File: src/rtl/b01_pkg.sv
// Shared definitions for the b01 line feeder: FSM state encoding and the
// default word width / inter-word gap used by the feeder and its neighbours.
package b01_pkg;

    // Default serialized word width in bits.
    localparam int WIDTH_DEFAULT = 8;

    // Default number of idle cycles inserted after each word.
    localparam int GAP_DEFAULT = 1;

    // Feeder FSM: waiting for a word, shifting data bits, driving the gap.
    typedef enum logic [1:0] {
        ST_IDLE  = 2'd0,
        ST_SHIFT = 2'd1,
        ST_GAP   = 2'd2
    } b01_state_e;

endpackage

File: src/rtl/b01_dual_shreg.sv
// Pair of WIDTH-bit right-shifting registers sharing load and shift enables.
// The LSB of each register is presented as the next serial bit to emit.
module b01_dual_shreg #(
    parameter int WIDTH = 8
) (
    input  logic             clock,
    input  logic             reset,
    input  logic             load,
    input  logic             shift,
    input  logic [WIDTH-1:0] load_a,
    input  logic [WIDTH-1:0] load_b,
    output logic             lsb_a,
    output logic             lsb_b
);

    logic [WIDTH-1:0] reg_a_r;
    logic [WIDTH-1:0] reg_b_r;

    // Load wins over shift; shifting brings zeros in at the top.
    always_ff @(posedge clock) begin
        if (reset) begin
            reg_a_r <= '0;
            reg_b_r <= '0;
        end else if (load) begin
            reg_a_r <= load_a;
            reg_b_r <= load_b;
        end else if (shift) begin
            reg_a_r <= {1'b0, reg_a_r[WIDTH-1:1]};
            reg_b_r <= {1'b0, reg_b_r[WIDTH-1:1]};
        end
    end

    assign lsb_a = reg_a_r[0];
    assign lsb_b = reg_b_r[0];

endmodule

File: src/rtl/b01_line_feeder.sv
// Serializes word pairs LSB-first onto two registered lines (line1/line2)
// that drive a downstream b01 comparator. Each word is followed by GAP idle
// cycles; with GAP=0 back-to-back words stream without any bubble.
module b01_line_feeder
    import b01_pkg::*;
#(
    parameter int WIDTH = WIDTH_DEFAULT,
    parameter int GAP   = GAP_DEFAULT
) (
    input  logic             clock,
    input  logic             reset,
    input  logic             in_valid,
    output logic             in_ready,
    input  logic [WIDTH-1:0] word_a,
    input  logic [WIDTH-1:0] word_b,
    output logic             line1,
    output logic             line2,
    output logic             busy,
    output logic             frame_done,
    output logic [15:0]      frames_sent
);

    localparam int              BCW         = $clog2(WIDTH + 1);
    localparam logic [BCW-1:0]  BIT_LAST    = BCW'(WIDTH - 1);
    localparam logic [BCW-1:0]  BIT_PRELAST = BCW'(WIDTH - 2);
    localparam logic [2:0]      GAP_LAST    = 3'(GAP - 1);
    localparam bit              HAS_GAP     = (GAP != 0);

    b01_state_e       state_r;
    b01_state_e       state_next_s;
    logic [BCW-1:0]   bit_cnt_r;
    logic [BCW-1:0]   bit_cnt_next_s;
    logic [2:0]       gap_cnt_r;
    logic [2:0]       gap_cnt_next_s;
    logic             line1_r;
    logic             line2_r;
    logic             line1_next_s;
    logic             line2_next_s;
    logic             busy_r;
    logic             frame_done_r;
    logic             frame_done_next_s;
    logic [15:0]      frames_sent_r;

    logic             last_bit_s;
    logic             last_gap_s;
    logic             in_ready_s;
    logic             transfer_s;
    logic             load_s;
    logic             shift_s;
    logic [WIDTH-1:0] load_a_s;
    logic [WIDTH-1:0] load_b_s;
    logic             shreg_lsb_a_s;
    logic             shreg_lsb_b_s;

    // Handshake: accept only when idle or on the final output cycle of a word.
    always_comb begin
        last_bit_s = (state_r == ST_SHIFT) && (bit_cnt_r == BIT_LAST);
        last_gap_s = (state_r == ST_GAP) && (gap_cnt_r == GAP_LAST);
        in_ready_s = 1'b0;
        if (reset) begin
            in_ready_s = 1'b0;
        end else begin
            case (state_r)
                ST_IDLE:  in_ready_s = 1'b1;
                ST_SHIFT: in_ready_s = (!HAS_GAP) && last_bit_s;
                ST_GAP:   in_ready_s = last_gap_s;
                default:  in_ready_s = 1'b0;
            endcase
        end
        transfer_s = in_valid && in_ready_s;
    end

    // FSM next state; a transfer on the final output cycle chains straight into SHIFT.
    always_comb begin
        state_next_s = state_r;
        case (state_r)
            ST_IDLE: begin
                if (transfer_s) begin
                    state_next_s = ST_SHIFT;
                end else begin
                    state_next_s = ST_IDLE;
                end
            end
            ST_SHIFT: begin
                if (!last_bit_s) begin
                    state_next_s = ST_SHIFT;
                end else if (HAS_GAP) begin
                    state_next_s = ST_GAP;
                end else if (transfer_s) begin
                    state_next_s = ST_SHIFT;
                end else begin
                    state_next_s = ST_IDLE;
                end
            end
            ST_GAP: begin
                if (!last_gap_s) begin
                    state_next_s = ST_GAP;
                end else if (transfer_s) begin
                    state_next_s = ST_SHIFT;
                end else begin
                    state_next_s = ST_IDLE;
                end
            end
            default: state_next_s = ST_IDLE;
        endcase
    end

    // Datapath: bit 0 goes straight to the line flops at capture, the rest
    // of the word is parked pre-shifted so the shifter LSB is always the next bit.
    always_comb begin
        load_s   = transfer_s;
        shift_s  = (state_r == ST_SHIFT) && !transfer_s;
        load_a_s = {1'b0, word_a[WIDTH-1:1]};
        load_b_s = {1'b0, word_b[WIDTH-1:1]};

        line1_next_s = 1'b0;
        line2_next_s = 1'b0;
        if (transfer_s) begin
            line1_next_s = word_a[0];
            line2_next_s = word_b[0];
        end else if ((state_r == ST_SHIFT) && !last_bit_s) begin
            line1_next_s = shreg_lsb_a_s;
            line2_next_s = shreg_lsb_b_s;
        end else begin
            line1_next_s = 1'b0;
            line2_next_s = 1'b0;
        end
    end

    // Counters: bit index of the bit on the lines, gap cycle index, and
    // frame_done armed one cycle ahead so it lands with the MSB.
    always_comb begin
        bit_cnt_next_s = '0;
        if (transfer_s) begin
            bit_cnt_next_s = '0;
        end else if ((state_r == ST_SHIFT) && !last_bit_s) begin
            bit_cnt_next_s = bit_cnt_r + BCW'(1);
        end else begin
            bit_cnt_next_s = '0;
        end

        gap_cnt_next_s = 3'd0;
        if ((state_r == ST_GAP) && !last_gap_s) begin
            gap_cnt_next_s = gap_cnt_r + 3'd1;
        end else begin
            gap_cnt_next_s = 3'd0;
        end

        frame_done_next_s = (state_r == ST_SHIFT) && (bit_cnt_r == BIT_PRELAST);
    end

    // State, counters and all output registers; reset aborts any word in flight.
    always_ff @(posedge clock) begin
        if (reset) begin
            state_r       <= ST_IDLE;
            bit_cnt_r     <= '0;
            gap_cnt_r     <= 3'd0;
            line1_r       <= 1'b0;
            line2_r       <= 1'b0;
            busy_r        <= 1'b0;
            frame_done_r  <= 1'b0;
            frames_sent_r <= 16'd0;
        end else begin
            state_r      <= state_next_s;
            bit_cnt_r    <= bit_cnt_next_s;
            gap_cnt_r    <= gap_cnt_next_s;
            line1_r      <= line1_next_s;
            line2_r      <= line2_next_s;
            busy_r       <= (state_next_s != ST_IDLE);
            frame_done_r <= frame_done_next_s;
            if (frame_done_r) begin
                frames_sent_r <= frames_sent_r + 16'd1;
            end
        end
    end

    b01_dual_shreg #(
        .WIDTH (WIDTH)
    ) u_shreg (
        .clock  (clock),
        .reset  (reset),
        .load   (load_s),
        .shift  (shift_s),
        .load_a (load_a_s),
        .load_b (load_b_s),
        .lsb_a  (shreg_lsb_a_s),
        .lsb_b  (shreg_lsb_b_s)
    );

    assign in_ready    = in_ready_s;
    assign line1       = line1_r;
    assign line2       = line2_r;
    assign busy        = busy_r;
    assign frame_done  = frame_done_r;
    assign frames_sent = frames_sent_r;

endmodule

File: config.mk
export PLATFORM = sky130hd
export DESIGN_NAME = b01_line_feeder
export DESIGN_NICKNAME = d
export VERILOG_FILES = /design/src/rtl/b01_pkg.sv /design/src/rtl/b01_dual_shreg.sv /design/src/rtl/b01_line_feeder.sv
export SDC_FILE = /design/constraint.sdc
export NUM_CORES = 1
export LEC_CHECK = 0
export CORE_ASPECT_RATIO = 1.4
export CORE_UTILIZATION = 49
export CTS_CLUSTER_DIAMETER = 60
export DETAILED_ROUTE_END_ITERATION = 7
export PLACE_DENSITY = 0.85
export REMOVE_ABC_BUFFERS = 1
export SYNTH_ARGS = -nofsm -noshare
export SYNTH_HDL_FRONTEND = slang
export SYNTH_SLANG_ARGS = --single-unit
export TNS_END_PERCENT = 50
File: constraint.sdc
create_clock -name clock -period 1.9 [get_ports clock]
set_clock_uncertainty 0.05 [all_clocks]
set_input_delay 0.38 -clock clock [delete_from_list [all_inputs] [get_ports clock]]
set_output_delay 0.38 -clock clock [all_outputs]
set_load 0.005 [all_outputs]
== Word-level counts from Yosys, hierarchy flattened ==
Index checks and enable logic that the tools add are counted.
W data, S select, Z words.
Word-level totals
  register bits: 43
  input bits: 19
  logic and storage cells: 49
Operators by class
  add/subtract/negate cells: 3
  equal/unequal tests: 4
  muxes and demuxes: 14
  bitwise operators: 2
  reduce and logical (&&, ||, !) cells: 16
Operators with widths (count)
  $mux W7: 4
  $add A16 B1 Y16 const B: 1
  $eq A4 B3 Y1 const B: 2
  $logic_and A1 B1 Y1: 7
  $mux W1: 6
  $pmux W2 S3: 1
  $add A4 B1 Y4 const B: 1
  $mux W2: 2
  $reduce_bool A2 Y1: 2
  $add A3 B1 Y3 const B: 1
  $logic_not A1 Y1: 3
  $logic_not A3 Y1: 1
  $reduce_or A3 Y1: 1
  $eq A2 B1 Y1 const B: 1
  $eq A2 B2 Y1 const B: 1
  $logic_not A2 Y1: 1
  $not A1 Y1: 2
  $pmux W1 S2: 1
  $reduce_or A2 Y1: 1

== Logic depth before layout (Yosys ltp) ==
Gate-level depths: netlist of the first run.
  depth in word-level cells: 9
  depth in mapped cells: 8
  depth with buffers taken out: 6

== Hierarchy ==
From an unflattened synthesis of the first run, not the netlist that was laid out.
Second synthesis, totals
  cells, all modules: 207
  area, all modules: 2013.2 um^2
Modules (own cells, without submodules)
  b01_line_feeder: instances 1, cells an instance 136, area an instance 1270.0 um^2
  b01_dual_shreg: instances 1, cells an instance 71, area an instance 743.2 um^2

== Worst setup path before layout of the first run ==
No wires, ideal clock.
  path type: reg2reg
  start: register gap_cnt_r[0]
  end: register u_shreg.reg_a_r[3]
  library setup time: 132 ps
  arrival: 1394 ps
  data required time: 1718 ps
  slack: 323 ps
  cell stages (with the launch flop): 9
  buffers on the path: 2
  clock period less this slack: 1577 ps
  cell sequence: dfxtp_1 inv_1 ha_1 nor2b_1 o211a_1 buf_4 buf_6 a22oi_1 a21oi_1
On the way
  cells in the longest elaborated chain, start to end: 8
  elaborated cells on any way between the ends: 9
  those cells by class: mux: 3; reduce/logical: 6
Ends and longest elaborated chain
  from (decl): line b01_line_feeder.sv:33  | logic [2:0] gap_cnt_r;
  from (signal assigned): line b01_line_feeder.sv:166  | gap_cnt_r <= gap_cnt_next_s;
  $logic_not A3 Y1 (*): line b01_line_feeder.sv:58  | last_gap_s = (state_r == ST_GAP) && (gap_cnt_r == GAP_LAST);
  $logic_and A1 B1 Y1 (*): line b01_line_feeder.sv:58
  $pmux W1 S2 (*): line b01_line_feeder.sv:63  | case (state_r)
  $mux W1 (*): line b01_line_feeder.sv:60  | if (reset) begin
  $logic_and A1 B1 Y1 (*): line b01_line_feeder.sv:70  | transfer_s = in_valid && in_ready_s;
  $logic_not A1 Y1: line b01_line_feeder.sv:112  | shift_s = (state_r == ST_SHIFT) && !transfer_s;
  $logic_and A1 B1 Y1: line b01_line_feeder.sv:112
  $reduce_bool A2 Y1 (no source line)
  to (signal assigned): line b01_dual_shreg.sv:25  | reg_a_r <= load_a;
  to (signal assigned): line b01_dual_shreg.sv:28  | reg_a_r <= {1'b0, reg_a_r[WIDTH-1:1]};
  to (decl): line b01_dual_shreg.sv:16  | logic [WIDTH-1:0] reg_a_r;
Every way passes the cells marked *; elsewhere a longest branch is shown, timed or not.
A chain may end at the register's enable or synchronous reset.

== Worst setup path after layout of the first run ==
  start: register frame_done_r (netlist: frame_done)
  end: output port frame_done
RTL lines
  from (decl): line b01_line_feeder.sv:40  | logic frame_done_r;
  from (signal assigned): line b01_line_feeder.sv:170  | frame_done_r <= frame_done_next_s;
  to (decl): line b01_line_feeder.sv:19  | output logic frame_done,
No word-level cell between the ends.

==> flow_summary.yaml, run 1 <==
place:
  gp_congestion: 0.808
  port_buffers: 39
  placed_cell_area_um2: 2260
  dp_hpwl_um: 2670
critical_path:
  startpoint_type: "flop"
  slowest_delay_ps: 560
  critPathArrivalTime_ps: 1320
  worstPathRequired_ps: 1470
  crit_fanout: 7
  regToRegEndpoint: "u_shreg.reg_b_r[0]"
  reg2reg_from: "gap_cnt_r[0]"
  cp_cell_sequence: "clkdlybuf4s50_1"
  r2r_cells: 7
  cpMaxStageDelayCell: "clkdlybuf4s50_1"
  crit_family: "buffers and inverters"
  reg2reg_slack_ps: 230
  cp.buffers_inverters: 1
  path_class: "flop to output port"
  worstSetupEndpointType: "output port"
synth:
  muxShareOfSynthArea_pct: 1.12
  synth_fa_ha_area_share_pct: 3.49
  synthXorXnorAreaFrac_pct: 7.81
  yosysSeqAreaShare_pct: 48.0
  synth_compound_area_share_pct: 13.0
  synth_simple_gate_area_share_pct: 22.3
  synth_top_family_by_area: "simple AND/OR/NAND/NOR gates"
  synth_cells: 197
  synth.distinct_cells: 36
  yosys_warnings: 0
  syn_area_um2: 1790
  ys_ff_latch: 43
  syn_avg_cell_area_um2: 9.11
hold_path:
  holdPathEnd: "gap_cnt_r[0]"
  min_from: "gap_cnt_r[0]"
  whs_path_depth: 1
  holdCritPathClass: "flop to flop"
route:
  routed-via-count: 1578
  ant_nets: 0
  dr.pass1.iters: 4
  remaining_drc_errors: 0
  wl_per_cell_um: 13.2
  drtIter0Drc: 42
  viasPerCell: 5.58
  wl_um: 3730
power_and_ir_drop:
  seqPwrFrac_pct: 58.3
  power_per_cell_area_nw_per_um2: 686
  share_comb_of_total_power_pct: 9.1
  p_total_mw: 1.61
  switchingPower_mw: 0.361
  p_int_mw: 1.25
  power_leakage_nw: 0.876
  p_clk_share_pct: 32.5
  ir_drop_uv: 644
  switching_share_pct: 22.4
clock_tree:
  cts.sinks: 43
  h-tree-depth: 2
  cts_hold_buf: 0
  cts-root-buf: "clkbuf_8"
  insertion_delay_ps: 290
  numCtsBuffers: 5
  cts_tree: "yes"
  cts.path.max_buffers: 2
  cts.clk_slew.worst_paths_ps: 70
floorplanning:
  pin_count: 40
  die_w_um: 53.1
  coreArea_um2: 3440
  num_rows: 25
  die_area_um2: 3910
  fp.dieH_um: 73.6
  initial_core_util_pct: 52.1
sta:
  tightest_slew_ps: 414
  period_share_pct: 91.9
  layout_min_cycle_time_ps: 1750
  slew_violations: 0
  timing.hold.ws_ps: 376
  slew_headroom_pct: 72.3
  setup_viol: 0
  hold_viol: 0
  max_freq_mhz: 572
  rsz0062_at_grt: "no"
cells_and_area:
  n_antenna_cell: 0
  fin_area_um2: 2350
  syn_to_final_growth_pct: 31.0
  nets: 268
  utilization_pct: 68.3
  nFillCells: 291
  drive_above_1_share_pct: 10.3
global_route:
  grt_max_degree: 16
  antenna_found_initial: 0
  grt-ovfl-total: 0
  use_met2_pct: 39.7
  first_global_vias: 1497
  gr-usage-met3_pct: 6.42
  grt_use_met1_pct: 21.2
  track_usage_pct: 21.6
  grt_busiest_layer: "met2"
  grt_pass1_wl_um: 6160
job:
  drv_cap: 0
status:
  outcome: "finished clean"
power by group through the flow:
| stage | logic (mW) | clock network, mW | registers, mW |
|---|---|---|---|
| global route | 0.163 | 0.570 | 0.943 |
| global placement | 0.145 | 0 | 0.960 |
| CTS | 0.147 | 0.535 | 0.940 |
| finish | 0.147 | 0.524 | 0.940 |
| detailed placement | 0.147 | 0 | 0.961 |
| floorplan | 0.0571 | 0 | 0.957 |
routing by layer:
metal | routed length (um) | up-vias
li1 | - | 776
met1 | 1470 | 735
met2 | 1960 | 59
met3 | 242 | 8
met4 | 61 | 0
met5 | 0 | -
layout make-up:
type | count | area, um2 | share of cell area [%]
clock buffer | 6 | 72.6 | 3.09
inverter | 6 | 22.5 | 0.958
sequential | 43 | 862 | 36.7
multi-input combinational | 138 | 876 | 37.3
tap | 40 | 50.0 | 2.13
timing repair buffer | 50 | 468 | 19.9
how the worst max path moves through the flow:
| stage | startpoint | endpoint | slack, ps | cells after the start |
|---|---|---|---|---|
| floorplan | gap_cnt_r[0] | u_shreg.reg_a_r[1] | 400 | 6 |
| global placement | reset | in_ready | -50 | 3 |
| detailed placement | reset | in_ready | -40 | 3 |
| CTS | gap_cnt_r[0] | in_ready | 30 | 6 |
| global route | gap_cnt_r[0] | in_ready | 80 | 6 |
| finish | frame_done | frame_done | 150 | 1 |
through the flow:
| stage | instances | setup TNS, ps | worst slack (ps) |
|---|---|---|---|
| CTS | 283 | 0 | 26.0 |
| finish | 283 | 0 | 153 |
| detailed placement | 277 | -46.2 | -40.0 |
| global placement | 277 | -50.1 | -50.1 |
| floorplan | 187 | 0 | 405 |
| global route | 283 | 0 | 78.5 |
registers in the layout, summed over array words and instances, names as in the netlist:
| register | count |
|---|---|
| line1 | 1 |
| gap_cnt_r | 3 |
| u_shreg.reg_a_r | 7 |
| bit_cnt_r | 4 |
| busy | 1 |
| frame_done | 1 |
| u_shreg.reg_b_r | 7 |
| line2 | 1 |
| state_r | 2 |
| frames_sent | 16 |
repair_timing:
item / 4_1_cts / 5_1_grt
endpoints found under the setup margin: 1 / 7
gates cloned: 0 / 0
pin swaps: 0 / 1
resized for setup: 4 / 4
buffers inserted: 0 / 0
synthesized netlist by cell type:
cell / number / share of area [%]
nand4_2: 1 / 0.70
a311oi_1: 1 / 0.49
nor2_1: 24 / 5.0
o211ai_2: 1 / 0.70
and3_1: 3 / 1.0
a22oi_1: 10 / 4.2
a211oi_1: 1 / 0.42
or3_2: 1 / 0.42
a22o_1: 2 / 0.98
xor2_1: 5 / 2.4
nand3_1: 16 / 4.5
mux2i_1: 2 / 1.1
dfxtp_1: 43 / 48
or3_1: 1 / 0.35
buf_4: 1 / 0.42
nand2_1: 15 / 3.1
nand2b_1: 1 / 0.35
nor3_1: 4 / 1.1
buf_1: 1 / 0.21
buf_6: 1 / 0.63
o21bai_1: 1 / 0.42
a21oi_1: 14 / 3.9
nor2b_1: 3 / 1.0
nand4_4: 1 / 1.2
nor4_1: 5 / 1.7
clkbuf_1: 3 / 0.63
and2_1: 1 / 0.35
o31ai_1: 2 / 0.84
buf_2: 4 / 1.1
xnor2_1: 11 / 5.4
o211a_1: 1 / 0.56
inv_1: 6 / 1.3
nor2_2: 1 / 0.35
o21ai_0: 2 / 0.56
nand4_1: 3 / 1.0
ha_1: 5 / 3.5
cell usage in the layout, fill, tap and decap left out:
cell type and count:
a211oi_1 1, a21oi_1 14, a22o_1 2, a22oi_1 10
a311oi_1 1, and2_1 1, and3_1 3, buf_4 11
clkbuf_1 1, clkbuf_2 1, clkbuf_8 5, clkdlybuf4s50_1 38
dfxtp_1 42, dfxtp_2 1, ha_1 5, inv_1 6
mux2i_1 2, nand2_1 15, nand2b_1 1, nand3_1 16
nand4_1 3, nand4_2 1, nand4_4 1, nor2_1 23
nor2_2 2, nor2b_1 2, nor2b_4 1, nor3_1 4
nor4_1 5, o211a_1 1, o211ai_4 1, o21ai_0 2
o21bai_1 1, o31ai_1 2, or3_1 1, or3_2 1
xnor2_1 11, xor2_1 5
logic make-up (layout without fill, tap and decap cells):
group | after synthesis | in the layout
fa+ha+maj | 5 | 5
xor+xnor | 16 | 16
flops | 43 | 43
simple gates | 80 | 80
buf+inv | 16 | 62
mux | 2 | 2
compound gates | 35 | 35
(Power assumes the default switching activity.)
==> run 2, diff against run 1 <==
- CORE_UTILIZATION: 49 -> 51
- CTS_BUF_LIST: unset -> sky130_fd_sc_hd__clkbuf_2 sky130_fd_sc_hd__clkbuf_4 sky130_fd_sc_hd__clkbuf_8
- PLACE_DENSITY: 0.85 -> 0.88
- SKIP_CTS_REPAIR_TIMING: unset -> 1
==> run 2 against run 1 <==
Net effect:
- non-clock buffer count is 4 lower
- combinational power about the same
- total power increased by 10%
- highest routed layer unchanged
==> flow_summary.yaml, run 2 (synthesis gave the netlist of run 1 again) <==
floorplanning:
  coreArea_um2: 3380
  num_rows: 25
  die_area_um2: 3760
  initial_core_util_pct: 53.1
  die_w_um: 52.1
  fp.dieH_um: 72.2
  pin_count: 40
place:
  pre_cts_ws_ps: -202
  dp.cells: 273
  port_buffers: 39
  gp_congestion: 0.759
  dp_hpwl_um: 2500
  placed_cell_area_um2: 2250
critical_path:
  path_depth: 6
  startpoint_type: "flop"
  worstSetupEndpointType: "output port"
  crit_fanout: 2
  cp_cell_sequence: "inv_1 -> ha_1 -> nor2b_2 -> nor2_2 -> nor3_2 -> dlymetal6s2s_1"
  cpMaxStageDelayCell: "dfxtp_1"
  worstPathRequired_ps: 1470
  cp.buffers_inverters: 2
  r2r_cells: 7
  crit_family: "flip-flops"
  path_class: "flop to output port"
  critPathArrivalTime_ps: 1370
  slowest_delay_ps: 360
sta:
  max_freq_mhz: 556
  period_share_pct: 94.7
  fin_ws_ps: 100
  layout_min_cycle_time_ps: 1800
  slew_violations: 0
  setup_viol: 0
  rsz0062_at_grt: "yes"
  slew_headroom_pct: 60.1
  tightest_slew_ps: 596
  hold_viol: 0
global_route:
  grt-ovfl-total: 0
  grt_max_degree: 35
  grt_pass1_wl_um: 5830
  track_usage_pct: 20.7
  antenna_found_initial: 0
  first_global_vias: 1378
route:
  dr.pass1.iters: 4
  drtIter0Drc: 67
  wl_um: 3580
  remaining_drc_errors: 0
  viasPerCell: 5.53
  wl_per_cell_um: 12.8
  routed-via-count: 1553
  ant_nets: 0
cells_and_area:
  drive_above_1_share_pct: 9.54
  nets: 264
  layout_common_cells: "dfxtp_1 (43), clkdlybuf4s50_1 (38), nor2_1 (23)"
  n_antenna_cell: 0
  mostFrequentLayoutCell: "dfxtp_1"
  fin_area_um2: 2370
  syn_to_final_growth_pct: 32.4
  largest_reg_flops: 16
  stdcell_count: 281
power_and_ir_drop:
  p_clk_share_pct: 39.1
  switchingPower_mw: 0.385
  power_per_cell_area_nw_per_um2: 750
  share_comb_of_total_power_pct: 8.1
  p_int_mw: 1.39
  ir_drop_uv: 643
  seqPwrFrac_pct: 52.8
  power_leakage_nw: 0.876
  switching_share_pct: 21.7
hold_path:
  whs_path_depth: 2
  holdCritPathClass: "flop to flop"
clock_tree:
  numCtsBuffers: 5
  cts_tree: "yes"
  cts-root-buf: "clkbuf_8"
  insertion_delay_ps: 300
  cts.clk_slew.worst_paths_ps: 80
  h-tree-depth: 2
  cts.path.max_buffers: 2
  cts.sinks: 43
status:
  outcome: "finished clean"
job:
  drv_cap: 0
-- run 2: power groups by stage --
| stage | registers (mW) | logic (mW) | clock network (mW) |
|---|---|---|---|
| final | 0.940 | 0.144 | 0.696 |
| after global routing | 0.943 | 0.157 | 0.753 |
| after CTS | 0.939 | 0.143 | 0.708 |
| after detailed placement | 0.960 | 0.142 | 0 |
| after global placement | 0.960 | 0.140 | 0 |
| after floorplan | 0.957 | 0.0571 | 0 |
-- run 2: worst reg2reg max path, stage by stage, from the launching register on --
cell and delay, ps:
dfxtp_1 360, inv_1 50, ha_1 170, nor2b_2 160
buf_4 130, o211ai_2 480, nand3_1 140, a21oi_1 180
-- run 2: worst paths after layout --
| kind | from | end | slack (ps) |
|---|---|---|---|
| setup / recovery | gap_cnt_r[1] | in_ready | 100 |
| hold / removal | u_shreg.reg_b_r[1] | u_shreg.reg_b_r[0] | 420 |
| setup reg to reg | gap_cnt_r[1] | u_shreg.reg_b_r[5] | 100 |
| hold reg to reg | u_shreg.reg_b_r[1] | u_shreg.reg_b_r[0] | 420 |
-- run 2: through the flow --
step / setup TNS [ps] / hold slack (ps) / util [%] / total power [mW]
2_1_floorplan: 0 / 367 / - / 1.01
3_3_place_gp: -2240 / 390 / 66.5 / 1.10
3_5_place_dp: -2800 / 405 / 66.5 / 1.10
4_1_cts: -360 / 420 / 69.8 / 1.79
5_1_grt: 0 / 449 / 70.3 / 1.85
6_report: 0 / 421 / 70.3 / 1.78
-- run 2: per-layer routing --
metal  routed length [um]  GRT usage (%)
met5                    0              0
met1                 1530           23.5
met4                   51           7.89
met2                 1790           35.9
met3                  212           5.87
-- run 2: layout make-up --
cell class                 instances  area (um2)
fill                             268        1000
clock buffer                       5        68.8
tap                               40        50.0
clock inverter                     3        43.8
multi-input combinational        138         867
inverter                           6        22.5
timing repair buffer              46         462
sequential                        43         861
==> run 3, diff against run 2 <==
- CAP_MARGIN: unset -> 20
- SLEW_MARGIN: unset -> 20
==> results of run 3 <==
Same layout as run 2: the final DEF is identical, and so are final timing and power.
